[src/rtl/alu_pkg.sv]
// Shared definitions for the ALU sequencer: field positions, opcodes and FSM states.
package alu_pkg;

    localparam int INSTR_W = 32;
    localparam int OP_W    = 6;
    localparam int REG_W   = 6;
    localparam int DATA_W  = 16;
    localparam int RES_W   = 32;
    localparam int CNT_W   = 5;

    localparam int OP_MSB  = 31;
    localparam int OP_LSB  = 26;
    localparam int RS1_MSB = 25;
    localparam int RS1_LSB = 20;
    localparam int RS2_MSB = 19;
    localparam int RS2_LSB = 14;
    localparam int RD_MSB  = 13;
    localparam int RD_LSB  = 8;

    localparam logic [OP_W-1:0] OP_ADD  = 6'd0;
    localparam logic [OP_W-1:0] OP_SUB  = 6'd1;
    localparam logic [OP_W-1:0] OP_NEG  = 6'd2;
    localparam logic [OP_W-1:0] OP_MUL  = 6'd3;
    localparam logic [OP_W-1:0] OP_DIV  = 6'd4;
    localparam logic [OP_W-1:0] OP_OR   = 6'd5;
    localparam logic [OP_W-1:0] OP_XOR  = 6'd6;
    localparam logic [OP_W-1:0] OP_NAND = 6'd7;
    localparam logic [OP_W-1:0] OP_NOR  = 6'd8;
    localparam logic [OP_W-1:0] OP_XNOR = 6'd9;
    localparam logic [OP_W-1:0] OP_NOT  = 6'd10;
    localparam logic [OP_W-1:0] OP_SHL  = 6'd11;
    localparam logic [OP_W-1:0] OP_SHR  = 6'd12;

    typedef enum logic [2:0] {
        S_IDLE     = 3'd0,
        S_READ     = 3'd1,
        S_EXEC     = 3'd2,
        S_WB_LO    = 3'd3,
        S_WB_HI    = 3'd4,
        S_DONE_ERR = 3'd5
    } state_t;

    // Opcodes are dense from 0, so everything above SHR is illegal.
    function automatic logic op_legal(input logic [OP_W-1:0] op);
        return (op <= OP_SHR);
    endfunction

endpackage

[src/rtl/alu_sequencer_if.sv]
// Instruction handshake, register-file ports and ALU ports of the sequencer.
// master = sequencer side, slave = requester / register file / ALU side.
interface alu_sequencer_if;
    import alu_pkg::*;

    logic                 instr_valid;
    logic                 instr_ready;
    logic [INSTR_W-1:0]   instr;
    logic [REG_W-1:0]     rf_raddr_a;
    logic [REG_W-1:0]     rf_raddr_b;
    logic [DATA_W-1:0]    rf_rdata_a;
    logic [DATA_W-1:0]    rf_rdata_b;
    logic [DATA_W-1:0]    alu_a;
    logic [DATA_W-1:0]    alu_b;
    logic [OP_W-1:0]      alu_op;
    logic [RES_W-1:0]     alu_res;
    logic                 rf_we;
    logic [REG_W-1:0]     rf_waddr;
    logic [DATA_W-1:0]    rf_wdata;
    logic                 done;
    logic                 err;

    modport master (
        input  instr_valid, instr, rf_rdata_a, rf_rdata_b, alu_res,
        output instr_ready, rf_raddr_a, rf_raddr_b, alu_a, alu_b, alu_op,
               rf_we, rf_waddr, rf_wdata, done, err
    );

    modport slave (
        output instr_valid, instr, rf_rdata_a, rf_rdata_b, alu_res,
        input  instr_ready, rf_raddr_a, rf_raddr_b, alu_a, alu_b, alu_op,
               rf_we, rf_waddr, rf_wdata, done, err
    );

endinterface

[src/rtl/alu_lat_counter.sv]
// Loadable down-counter timing the EXEC phase; o_last flags the final EXEC cycle.
module alu_lat_counter #(
    parameter int W = 5
) (
    input  logic         clk,
    input  logic         rst_n,
    input  logic         i_load,
    input  logic [W-1:0] i_load_val,
    input  logic         i_en,
    output logic         o_last
);

    logic [W-1:0] r_count;

    always_ff @(posedge clk or negedge rst_n) begin
        if (!rst_n) begin
            r_count <= '0;
        end else if (i_load) begin
            r_count <= i_load_val;
        end else if (i_en && (r_count != '0)) begin
            r_count <= r_count - 1'b1;
        end
    end

    assign o_last = (r_count == {{(W-1){1'b0}}, 1'b1});

endmodule

[src/rtl/alu_sequencer.sv]
// Multi-cycle instruction sequencer: read operands, hold EXEC for the op latency,
// then write back one (or two, for MUL) 16-bit results to the register file.
module alu_sequencer #(
    parameter int MUL_LAT = 4,
    parameter int DIV_LAT = 16
) (
    input  logic            clk,
    input  logic            rst_n,
    alu_sequencer_if.master bus
);
    import alu_pkg::*;

    localparam logic [CNT_W-1:0] L_ONE = CNT_W'(1);
    localparam logic [CNT_W-1:0] L_MUL = CNT_W'(MUL_LAT);
    localparam logic [CNT_W-1:0] L_DIV = CNT_W'(DIV_LAT);

    state_t             r_state;
    state_t             w_next;
    logic [OP_W-1:0]    r_op;
    logic [REG_W-1:0]   r_rdst;
    logic [REG_W-1:0]   r_raddr_a;
    logic [REG_W-1:0]   r_raddr_b;
    logic [DATA_W-1:0]  r_alu_a;
    logic [DATA_W-1:0]  r_alu_b;
    logic [RES_W-1:0]   r_result;

    logic               w_accept;
    logic               w_ready;
    logic               w_cnt_load;
    logic [CNT_W-1:0]   w_cnt_val;
    logic               w_cnt_en;
    logic               w_cnt_last;
    logic               w_we;
    logic [REG_W-1:0]   w_waddr;
    logic [DATA_W-1:0]  w_wdata;
    logic               w_done;
    logic               w_err;
    logic               w_unused;

    assign w_unused = ^bus.instr[RD_LSB-1:0];
    assign w_accept = bus.instr_valid && (r_state == S_IDLE);

    assign w_cnt_val = (r_op == OP_MUL) ? L_MUL :
                       (r_op == OP_DIV) ? L_DIV : L_ONE;

    alu_lat_counter #(.W(CNT_W)) u_lat_counter (
        .clk        (clk),
        .rst_n      (rst_n),
        .i_load     (w_cnt_load),
        .i_load_val (w_cnt_val),
        .i_en       (w_cnt_en),
        .o_last     (w_cnt_last)
    );

    always_ff @(posedge clk or negedge rst_n) begin
        if (!rst_n) begin
            r_state <= S_IDLE;
        end else begin
            r_state <= w_next;
        end
    end

    always_ff @(posedge clk or negedge rst_n) begin
        if (!rst_n) begin
            r_op      <= '0;
            r_rdst    <= '0;
            r_raddr_a <= '0;
            r_raddr_b <= '0;
            r_alu_a   <= '0;
            r_alu_b   <= '0;
            r_result  <= '0;
        end else begin
            if (w_accept) begin
                r_op      <= bus.instr[OP_MSB:OP_LSB];
                r_raddr_a <= bus.instr[RS1_MSB:RS1_LSB];
                r_raddr_b <= bus.instr[RS2_MSB:RS2_LSB];
                r_rdst    <= bus.instr[RD_MSB:RD_LSB];
            end
            if (r_state == S_READ) begin
                r_alu_a <= bus.rf_rdata_a;
                r_alu_b <= bus.rf_rdata_b;
            end
            if ((r_state == S_EXEC) && w_cnt_last) begin
                r_result <= bus.alu_res;
            end
        end
    end

    always_comb begin
        w_next     = r_state;
        w_ready    = 1'b0;
        w_cnt_load = 1'b0;
        w_cnt_en   = 1'b0;
        w_we       = 1'b0;
        w_waddr    = '0;
        w_wdata    = '0;
        w_done     = 1'b0;
        w_err      = 1'b0;
        case (r_state)
            S_IDLE: begin
                w_ready = 1'b1;
                if (bus.instr_valid) begin
                    w_next = S_READ;
                end
            end
            S_READ: begin
                // Divide-by-zero is detected on the raw read data, before EXEC starts.
                if (!op_legal(r_op)) begin
                    w_next = S_DONE_ERR;
                end else if ((r_op == OP_DIV) && (bus.rf_rdata_a == '0)) begin
                    w_next = S_DONE_ERR;
                end else begin
                    w_cnt_load = 1'b1;
                    w_next     = S_EXEC;
                end
            end
            S_EXEC: begin
                w_cnt_en = 1'b1;
                if (w_cnt_last) begin
                    w_next = S_WB_LO;
                end
            end
            S_WB_LO: begin
                w_we    = 1'b1;
                w_waddr = r_rdst;
                w_wdata = r_result[DATA_W-1:0];
                if (r_op == OP_MUL) begin
                    w_next = S_WB_HI;
                end else begin
                    w_done = 1'b1;
                    w_next = S_IDLE;
                end
            end
            S_WB_HI: begin
                w_we    = 1'b1;
                w_waddr = r_rdst + 6'd1;
                w_wdata = r_result[RES_W-1:DATA_W];
                w_done  = 1'b1;
                w_next  = S_IDLE;
            end
            S_DONE_ERR: begin
                w_done = 1'b1;
                w_err  = 1'b1;
                w_next = S_IDLE;
            end
            default: begin
                w_next = S_IDLE;
            end
        endcase
    end

    assign bus.instr_ready = w_ready;
    assign bus.rf_raddr_a  = r_raddr_a;
    assign bus.rf_raddr_b  = r_raddr_b;
    assign bus.alu_a       = r_alu_a;
    assign bus.alu_b       = r_alu_b;
    assign bus.alu_op      = r_op;
    assign bus.rf_we       = w_we;
    assign bus.rf_waddr    = w_waddr;
    assign bus.rf_wdata    = w_wdata;
    assign bus.done        = w_done;
    assign bus.err         = w_err;

endmodule

[src/flat_wrapper.sv]
// flat-port wrapper written by rule: the top's interface ports become plain ports
module alu_sequencer_flat import alu_pkg::*;
#(
    parameter int MUL_LAT = 4,
    parameter int DIV_LAT = 16
)
  (clk, rst_n, bus_instr_valid, bus_instr, bus_rf_rdata_a, bus_rf_rdata_b, bus_alu_res, bus_instr_ready, bus_rf_raddr_a, bus_rf_raddr_b, bus_alu_a, bus_alu_b, bus_alu_op, bus_rf_we, bus_rf_waddr, bus_rf_wdata, bus_done, bus_err);
  alu_sequencer_if bus_i ();
  input  logic clk;
  input  logic rst_n;
  input wire logic [$bits(bus_i.instr_valid)-1:0] bus_instr_valid;
  input wire logic [$bits(bus_i.instr)-1:0] bus_instr;
  input wire logic [$bits(bus_i.rf_rdata_a)-1:0] bus_rf_rdata_a;
  input wire logic [$bits(bus_i.rf_rdata_b)-1:0] bus_rf_rdata_b;
  input wire logic [$bits(bus_i.alu_res)-1:0] bus_alu_res;
  output wire logic [$bits(bus_i.instr_ready)-1:0] bus_instr_ready;
  output wire logic [$bits(bus_i.rf_raddr_a)-1:0] bus_rf_raddr_a;
  output wire logic [$bits(bus_i.rf_raddr_b)-1:0] bus_rf_raddr_b;
  output wire logic [$bits(bus_i.alu_a)-1:0] bus_alu_a;
  output wire logic [$bits(bus_i.alu_b)-1:0] bus_alu_b;
  output wire logic [$bits(bus_i.alu_op)-1:0] bus_alu_op;
  output wire logic [$bits(bus_i.rf_we)-1:0] bus_rf_we;
  output wire logic [$bits(bus_i.rf_waddr)-1:0] bus_rf_waddr;
  output wire logic [$bits(bus_i.rf_wdata)-1:0] bus_rf_wdata;
  output wire logic [$bits(bus_i.done)-1:0] bus_done;
  output wire logic [$bits(bus_i.err)-1:0] bus_err;
  assign bus_i.instr_valid = bus_instr_valid;
  assign bus_i.instr = bus_instr;
  assign bus_i.rf_rdata_a = bus_rf_rdata_a;
  assign bus_i.rf_rdata_b = bus_rf_rdata_b;
  assign bus_i.alu_res = bus_alu_res;
  assign bus_instr_ready = bus_i.instr_ready;
  assign bus_rf_raddr_a = bus_i.rf_raddr_a;
  assign bus_rf_raddr_b = bus_i.rf_raddr_b;
  assign bus_alu_a = bus_i.alu_a;
  assign bus_alu_b = bus_i.alu_b;
  assign bus_alu_op = bus_i.alu_op;
  assign bus_rf_we = bus_i.rf_we;
  assign bus_rf_waddr = bus_i.rf_waddr;
  assign bus_rf_wdata = bus_i.rf_wdata;
  assign bus_done = bus_i.done;
  assign bus_err = bus_i.err;
  alu_sequencer #(.MUL_LAT(MUL_LAT), .DIV_LAT(DIV_LAT)) u_core (.clk(clk), .rst_n(rst_n), .bus(bus_i));
endmodule
[config.mk]
export PLATFORM = sky130hd
export DESIGN_NAME = alu_sequencer_flat
export DESIGN_NICKNAME = d
export VERILOG_FILES = /design/src/rtl/alu_pkg.sv /design/src/rtl/alu_sequencer_if.sv /design/src/rtl/alu_lat_counter.sv /design/src/rtl/alu_sequencer.sv /design/src/flat_wrapper.sv
export SDC_FILE = /design/constraint.sdc
export NUM_CORES = 1
export LEC_CHECK = 0
export CAP_MARGIN = 20
export CELL_PAD_IN_SITES_DETAIL_PLACEMENT = 1
export CELL_PAD_IN_SITES_GLOBAL_PLACEMENT = 2
export CORE_MARGIN = 3
export CORE_UTILIZATION = 23
export CTS_BUF_LIST = sky130_fd_sc_hd__clkbuf_16
export DETAILED_ROUTE_END_ITERATION = 10
export PLACE_DENSITY_LB_ADDON = 0.1
export SLEW_MARGIN = 20
export SYNTH_ARGS = -nofsm -noshare
export SYNTH_HDL_FRONTEND = slang
export SYNTH_HIERARCHICAL = 1
export SYNTH_SLANG_ARGS = --single-unit
export TNS_END_PERCENT = 30
[constraint.sdc]
create_clock -name clk -period 1.9 [get_ports clk]
set_input_delay 0.19 -clock clk [delete_from_list [all_inputs] [get_ports clk]]
set_output_delay 0.19 -clock clk [all_outputs]
set_load 0.01 [all_outputs]
* Yosys cells after proc, flatten, opt, wreduce, memory -nomap -nowiden
Index checks and enable logic that the tools add are counted.
W data, S select, Z words.
** Word-level totals
- Flip-flop bits (word level) :: 96
- Input port bits :: 99
- Output and inout port bits :: 76
** Operators by class
- $add $sub $neg :: 2
- Magnitude comparators :: 1
- Equal/unequal tests :: 10
- Muxes and demuxes :: 21
- Reduce and logical (&&, ||, !) cells :: 11
** Operators by type and width (count)
- $pmux W16 S2 :: 1
- $mux W5 :: 4
- $logic_not A16 Y1 :: 1
- $mux W3 :: 5
- $pmux W3 S4 :: 1
- $pmux W6 S2 :: 1
- $mux W1 :: 8
- $add A6 B1 Y6 const B :: 1
- $eq A3 B2 Y1 const B :: 2
- $eq A3 B3 Y1 const B :: 2
- $eq A6 B2 Y1 const B :: 1
- $eq A6 B3 Y1 const B :: 1
- $le A6 B4 Y1 const B :: 1
- $eq A5 B1 Y1 const B :: 1
- $reduce_bool A5 Y1 :: 1
- $sub A5 B1 Y5 const B :: 1
- $logic_and A1 B1 Y1 :: 4
- $reduce_or A2 Y1 :: 2
- $eq A3 B1 Y1 const B :: 1
- $logic_not A3 Y1 :: 1
- $ne A2 B1 Y1 const B :: 1
- $ne A2 B2 Y1 const B :: 1
- $pmux W1 S2 :: 1
- $reduce_and A2 Y1 :: 1
- $reduce_bool A2 Y1 :: 1

* Longest topological paths before layout
Gate-level depths: netlist (run 1).
- Word-level depth :: 6
- Gate-level depth with buffers :: 8

* By module
The synthesis (run 1) kept the hierarchy.
** By module, submodules not included
- alu_sequencer :: times used 1, cells each 334, area each 3865.0 um^2, sequential area each 2277.2 um^2
- alu_lat_counter :: times used 1, cells each 35, area each 334.1 um^2, sequential area each 125.1 um^2

* Least setup slack after synthesis (run 1)
Ideal clock, no wire load.
- Path kind :: reg2reg
- Start :: reg u_core.r_op[5] (netlist: u_core/bus.alu_op[5])
- End :: reg u_core.u_lat_counter.r_count[0]
- Arrival :: 1.861 ns
- Data required time :: 1.754 ns
- Slack :: -0.107 ns
- Cell stages (with the launch flop) :: 9
- Path buffers :: 1
- Period minus slack after synthesis :: 2.007 ns
- Path through :: dfrtp_1 -> nor3_1 -> and3_1 -> a2111oi_2 -> and2_1 -> clkbuf_1 -> nor3b_1 -> mux2i_1 -> o311ai_0
** Between the ends
- Word-level cells in the longest chain between the ends :: 6
- Elaborated cells between the ends (all ways) :: 11
** Ends and longest elaborated chain
- start, declared :: RTL line alu_sequencer.sv:19 : logic [OP_W-1:0] r_op;
- start signal, assigned :: RTL line alu_sequencer.sv:74 : r_op <= bus.instr[OP_MSB:OP_LSB];
- branches (longest 3 deep; another with $le A6 B4 Y1)
- $mux W1 * :: RTL line alu_sequencer.sv:108 : if (!op_legal(r_op)) begin
- $mux W1 * :: RTL line alu_sequencer.sv:99 : case (r_state)
- via u_core.w_cnt_load :: RTL line alu_sequencer.sv:29 : logic w_cnt_load;
- $mux W5 or $reduce_bool A2 Y1 (tied branches)
- end signal, assigned :: RTL line alu_lat_counter.sv:19 : r_count <= i_load_val;
- end signal, assigned :: RTL line alu_lat_counter.sv:21 : r_count <= r_count - 1'b1;
- end, declared :: RTL line alu_lat_counter.sv:13 : logic [W-1:0] r_count;
Mark *: on every way through the listed nets, which the timed path passes.
A chain may end at the register's enable or synchronous reset.

* Worst setup path after layout (run 1)
- Start :: reg u_core.r_state[2]
- End :: out bus_rf_waddr[3]
** Between the ends
- Word-level cells in the longest chain between the ends :: 2
- Elaborated cells between the ends (all ways) :: 3
** Ends and longest elaborated chain
- start, declared :: RTL line alu_sequencer.sv:17 : state_t r_state;
- start signal, assigned :: RTL line alu_sequencer.sv:59 : r_state <= w_next;
- $eq A3 B3 Y1 or $eq A3 B2 Y1 (tied branches) :: RTL line alu_sequencer.sv:99
- $pmux W6 S2 * :: RTL line alu_sequencer.sv:99
- end, declared :: RTL line flat_wrapper.sv:23 : output wire logic [$bits(bus_i.rf_waddr)-1:0] bus_rf_waddr;
Mark *: on every way between the ends. The rest lies on a longest branch, timed or not.

==> results of run 1 <==
-- worst max-delay path, cell delays in order (launching register included) --
cell and delay, ns:
dfrtp_1 0.41, buf_6 0.14, nor3b_4 0.23, buf_4 0.16, buf_12 0.12, nor2_1 0.05
o21ai_2 0.14, buf_6 0.13
-- metrics by stage --
step,setup TNS (ns),cell area [um2],utilization (%)
2_1_floorplan,0,4210,-
3_3_place_gp,-1.56,6280,35.7
3_5_place_dp,-1.89,6280,35.7
4_1_cts,-0.697,6620,37.6
5_1_grt,-1.03,6750,38.4
6_report,-0.00553,6750,38.4
-- layout make-up --
| type | instances | area [um2] |
|---|---|---|
| clock buffer | 9 | 225 |
| clock inverter | 6 | 78.8 |
| fill | 1903 | 10800 |
| inverter | 5 | 18.8 |
| multi-input combinational | 251 | 1780 |
| sequential | 96 | 2400 |
| tap | 225 | 282 |
| timing repair buffer | 204 | 1960 |
-- state kept, by name (all words and copies together) (netlist names) --
name,flops
u_core/bus.alu_a,16
u_core/bus.alu_b,16
u_core/bus.alu_op,6
u_core/bus.rf_raddr_a,6
u_core/bus.rf_raddr_b,6
u_core/r_rdst,6
u_core/r_result,32
u_core/r_state,3
u_core/u_lat_counter/r_count,5
-- what timing repair did --
item / in CTS / in global routing
pin swaps: 2 / 16
gates cloned: 1 / 3
setup endpoints to repair: 27 / 32
hold endpoints to repair: 25 / 0
buffers inserted: 2 / 7
hold buffers: 1 / 0
resized for setup: 97 / 37
-- power groups by stage --
stage	clock, mW	sequential (mW)	combinational [mW]
floorplan	0	3.56	1.51
global placement	0	3.34	3.97
detailed placement	0	3.38	4.04
CTS	1.99	3.37	4.09
global route	2.08	3.50	4.57
finish	1.91	3.37	4.13
-- cell families (layout without fill, tap and decap cells) --
kind of cell	after synthesis	in the layout	share of synthesized area, %
DFF	96	96	57.2
xor gates and xnor gates	2	2	0.417
and+or+nand+nor	149	149	16.1
AOI/OAI and AO/OA	39	39	7.06
muxes	56	56	15.0
buffers and inverters	23	224	3.28
adders and majority gates	3	3	0.894
other	1	2	0.0893
-- worst max-delay path by stage --
| stage | to | slack, ns |
|---|---|---|
| after floorplan | u_core/u_lat_counter/r_count[0] | 0.002 |
| after global placement | u_core/u_lat_counter/r_count[0] | -0.29 |
| after detailed placement | u_core/u_lat_counter/r_count[0] | -0.34 |
| after CTS | bus_rf_wdata[2] | -0.09 |
| after global routing | bus_rf_waddr[4] | -0.1 |
| final | bus_rf_waddr[3] | -0.006 |
-- placed cells by master, fill, tap and decap left out, drive strengths merged, types with 2 or more instances in the layout --
cell type / n
clkdlybuf4s50: 139
nand2: 109
dfrtp: 96
buf: 58
mux2: 55
a22o: 17
o21ai: 12
clkbuf: 11
nor2: 9
inv: 8
dlygate4sd2: 4
nor4: 4
ha: 3
nor2b: 3
a21oi: 3
nor3b: 3
nand3: 3
and2: 3
nor3: 3
bufinv: 2
xor2: 2
and3: 2
a2111oi: 2
or3: 2
conb: 2
or4b: 2
-- per-layer routing --
| layer | up-vias | routed length [um] | share of wire, % |
|---|---|---|---|
| met5 | - | 0 | 0 |
| met4 | 0 | 117 | 0.86 |
| met3 | 7 | 1230 | 9.0 |
| met2 | 98 | 6470 | 47 |
| met1 | 1705 | 5860 | 43 |
| li1 | 1651 | - | - |
==> qor.yml, run 1 <==
status:
  status: "finished, violations left"
  violations: "negative setup slack"
critical_path:
  path_class: "reg2out"
  crit_path_end_kind: "output port"
  reg2reg_depth: 6
  critPathLaunch: "u_core/r_state[2]"
  reg2reg_from: "u_core/r_state[0]"
  worst_r2r_endpoint: "u_core/r_result[5]"
  cp_max_fo: 6
  worstPathRequired_ns: 1.71
  critPathLaunchType: "flop"
  r2r_setup_slack_ns: 0.05
  cp.arrival_ns: 1.72
clock_tree:
  cts_tree: "done"
  cts_made_buffers: 9
  clkSinkCount: 96
  cts_buffer_depth: 2
  htree_levels: 3
  clock_latency_ns: 0.34
  clk_pin_slew_ns: 0.07
  cts_root_buffer: "clkbuf_16"
die:
  io_pins: 175
  core.rowCount: 48
  die-width_um: 141
  coreArea_mm2: 0.0176
  die_h_um: 141
  initial_core_util_pct: 23.9
  die_area_mm2: 0.0199
grt:
  antenna_found_initial: 0
  grt_max_degree: 42
  use_met3_pct: 5.70
  grt_pass1_vias: 3906
  grt_pass1_wl_mm: 21.6
  met1_usage_pct: 17.3
  grt-ovfl-total: 0
  met2_usage_pct: 22.0
  grt_most_used_layer: "met2"
  grt_use_total_pct: 13.8
timing:
  max_freq_ghz: 0.525
  skew_ns: 0.00453
  rsz0062_at_grt: "true"
  setup_violations: 1
  holdWs_ns: 0.314
  layout_setup_ws_ns: -0.00553
  hold_violations: 0
  slew_violations: 0
  period_minus_slack_ns: 1.91
  period_share_pct: 100
placement:
  pre_cts_slack_ns: -0.345
  place_inst: 769
  dp_hpwl_mm: 9.83
  io_buffers: 166
  gp_congestion: 0.705
layout:
  diodes: 0
  instances_no_fill: 796
  drive_above_1_share_pct: 18.9
  area_delta_synth_final_pct: 60.8
  nets: 669
power:
  vdd_ir_drop_max_uv: 521
  p_comb_share_pct: 43.9
  power_switching_mw: 3.22
  p_leak_nw: 3.14
  clockPowerShare_pct: 20.3
  p_int_mw: 6.19
  power_frac_seq_pct: 35.8
  switching_share_pct: 34.2
  power_density_mw_per_mm2: 1390
  total_power_mw: 9.40
logic_synthesis:
  yosysMostFrequentCell: "nand2_1"
  ys_types: 43
  ys_async_sr_fraction_pct: 100
  syn_inst: 369
  ys_seq_area_share_pct: 57.2
  synth_top_area_share_pct: 57.2
  syn_area_mm2: 0.00420
  synth_seq_cells: 96
  synth_commonest_cells: "nand2_1 (109), dfrtp_1 (96), mux2_1 (46), a22o_1 (17), mux2_2 (9)"
  yosysWarnings: 6
  synth-main-ff-cell: "dfrtp_1"
  synth_edf_count: 0
  syn_avg_cell_area_um2: 11.4
  yosys-top-cells-area: "dfrtp_1 (57%), mux2_1 (12%), nand2_1 (9.7%)"
  synth_top_area_cell: "dfrtp_1"
drt:
  drt_iter0_drc: 121
  drtAntennaViolNets: 0
  drc: 0
  dr.pass1.iters: 4
  vias: 3461
  routed_wirelength_mm: 13.7
  wl_per_cell_um: 17.2
  viasPerCell: 4.35
job:
  cap_violations: 0
worst_hold_path:
  hold_class: "in2async"
Note: power is estimated with default switching activity, not from simulation.
==> inputs of run 2 (changes only) <==
CORE_MARGIN = 1   (was 3)
SLEW_MARGIN = not set   (was 20)
==> qor.yml, run 2 (same netlist as run 1, synthesis figures left out) <==
status:
  status: "finished, violations left"  # unchanged
  violations: "negative setup slack"  # unchanged
layout:
  top_register: "u_core/r_result"  # unchanged
  diodes: 0  # unchanged
  nets: 683  # was 669
  largest_register_ffs: 32  # unchanged
  drive_above_1_share_pct: 21.2  # was 18.9%
  design_area_mm2: 0.00682  # was 0.00675 mm2
  area_delta_synth_final_pct: 62.4  # was 60.8%
  final_common_cell: "clkdlybuf4s50_1"  # unchanged
  layout_common_cells: "clkdlybuf4s50_1 (139), nand2_1 (106), dfrtp_1 (95)"  # was clkdlybuf4s50_1 (139), nand2_1 (108), dfrtp_1 (95)
placement:
  pre_cts_slack_ns: -0.395  # was -0.345 ns
  io_buffers: 166  # unchanged
  dp_hpwl_mm: 9.38  # was 9.83 mm
  placed_cell_area_mm2: 0.00632  # was 0.00628 mm2
  gp_congestion: 0.722  # was 0.705
critical_path:
  crit_chain: "nor3b_4 > buf_6 > buf_6 > buf_6 > buf_6 > a22o_1 > buf_2"  # was buf_6 > nor3b_4 > buf_4 > buf_12 > nor2_1 > o21ai_2 > buf_6
  cp_max_fo: 5  # was 6
  slowest_stage: "dfrtp_2"  # was dfrtp_1
  cp_slowest_stage_delay_ns: 0.44  # was 0.41 ns
  path_class: "reg2out"  # unchanged
  worstPathRequired_ns: 1.71  # about the same
  cp_top_family: "buffers and inverters"  # unchanged
  crit_path_end_kind: "output port"  # unchanged
  critPathLaunchType: "flop"  # unchanged
  cp.arrival_ns: 1.72  # about the same
  critPathLaunch: "u_core/r_state[1]"  # was u_core/r_state[2]
  worst_r2r_endpoint: "u_core/u_lat_counter/r_count[3]"  # was u_core/r_result[5]
  r2r_setup_slack_ns: 0.06  # was 0.05 ns
  reg2reg_from: "u_core/r_state[2]"  # was u_core/r_state[0]
  cpMostUsedCell: "buf_6"  # unchanged
  reg2reg_depth: 5  # was 6
  worst-path-buf-inv: 5  # was 4
grt:
  grt-ovfl-total: 0  # unchanged
  grt_use_total_pct: 14.2  # was 13.8%
  grt_max_degree: 39  # was 42
  grt_pass1_vias: 3841  # was 3,906
  antenna_found_initial: 0  # unchanged
  grt_pass1_wl_mm: 20.1  # was 21.6 mm
die:
  core.rowCount: 49  # was 48
  io_pins: 175  # unchanged
  initial_core_util_pct: 23.5  # was 23.9%
  coreArea_mm2: 0.0179  # was 0.0176 mm2
  die_area_mm2: 0.0188  # was 0.0199 mm2
  die_h_um: 137  # was 141 um
  die-width_um: 137  # was 141 um
drt:
  vias: 3548  # was 3,461
  dr.pass1.iters: 4  # unchanged
  wl_per_cell_um: 15.7  # was 17.2 um
  drt_iter0_drc: 62  # was 121
  drtAntennaViolNets: 0  # unchanged
  routed_wirelength_mm: 12.8  # was 13.7 mm
  drc: 0  # unchanged
  viasPerCell: 4.35  # about the same
timing:
  max_freq_ghz: 0.523  # was 0.525 GHz
  layout_setup_ws_ns: -0.0113  # was -0.00553 ns
  rsz0062_at_grt: "true"  # unchanged
  slew_violations: 0  # unchanged
  hold_violations: 0  # unchanged
  skew_ns: 0.00740  # was 0.00453 ns
  period_share_pct: 101  # was 100%
  setup_violations: 1  # unchanged
  period_minus_slack_ns: 1.91  # about the same
clock_tree:
  clock_latency_ns: 0.34  # about the same
  htree_levels: 3  # unchanged
  cts_buffer_depth: 2  # unchanged
  clk_pin_slew_ns: 0.07  # about the same
  cts_tree: "done"  # unchanged
  clkSinkCount: 96  # unchanged
  cts_root_buffer: "clkbuf_16"  # unchanged
  cts_made_buffers: 9  # unchanged
power:
  p_leak_nw: 3.19  # was 3.14 nW
  vdd_ir_drop_max_uv: 534  # was 521 uV
  power_density_mw_per_mm2: 1370  # was 1390 mW/mm2
job:
  cap_violations: 0  # unchanged
worst_hold_path:
  hold_class: "in2async"  # unchanged
run 2: cell types whose count changed in the layout (fill, tap and decap cells not counted), moves of 2 or more:
cell / previous run / this run
inv_1: 8 / 4
buf_4: 24 / 33
nand2_1: 108 / 106
and3_2: 2 / 0
clkbuf_16: 11 / 9
mux2_1: 42 / 46
buf_6: 9 / 17
mux2_4: 4 / 0
and3_1: 0 / 2
nand2_2: 1 / 3
run 2: metrics by stage:
step | setup TNS [ns] | power (mW) | hold slack (ns) | util [%] | std cells
floorplan | 0 | 5.08 | -0.106 | - | 370
global placement | -1.77 | 7.32 | 0.159 | 35.3 | 779
detailed placement | -2.24 | 7.41 | 0.162 | 35.3 | 779
CTS | -0.815 | 9.41 | 0.334 | 37.5 | 812
global route | -0.417 | 10.1 | 0.362 | 38.1 | 815
finish | -0.0113 | 9.32 | 0.322 | 38.1 | 815
run 2: timing repair:
item | 4_1_cts | 5_1_grt
cloned | 1 | 0
endpoints found under the setup margin | 26 | 59
resized for setup | 117 | 26
hold buffers | 1 | 0
pin swaps | 13 | 13
buffers inserted | 15 | 3
hold endpoints to repair | 28 | 0
run 2: cell type report:
type | instances | area (um2)
clock buffer | 9 | 225
clock inverter | 7 | 71.3
fill | 2002 | 11100
inverter | 5 | 18.8
multi-input combinational | 251 | 1770
sequential | 96 | 2400
tap | 229 | 287
timing repair buffer | 218 | 2050
run 2: worst max-delay path by stage:
stage	to	slack [ns]	cells after the start
floorplan	u_core/u_lat_counter/r_count[0]	0.002	8
global placement	u_core/u_lat_counter/r_count[3]	-0.32	8
detailed placement	u_core/u_lat_counter/r_count[3]	-0.39	8
CTS	bus_rf_wdata[14]	-0.1	7
global route	bus_rf_wdata[14]	-0.07	7
finish	bus_rf_wdata[14]	-0.01	7
run 2: worst reg2reg max path: stages, from the launching register on:
cell and delay [ns]:
dfrtp_1 0.40, buf_4 0.17, nor3b_4 0.24, or4b_4 0.51, a2111oi_4 0.32, a221o_1 0.15
run 2: layer usage:
metal | track usage [%] | share of wire [%]
met4 | 5.31 | 1.4
met5 | 0 | 0
met2 | 24.3 | 49
met1 | 16.4 | 41
met3 | 4.67 | 8.8
run 2: power by group:
part           switching, mW  internal, mW  leakage [nW]
Clock                  0.820          1.02         0.139
Combinational           1.90          2.25          1.83
Sequential             0.495          2.83          1.21
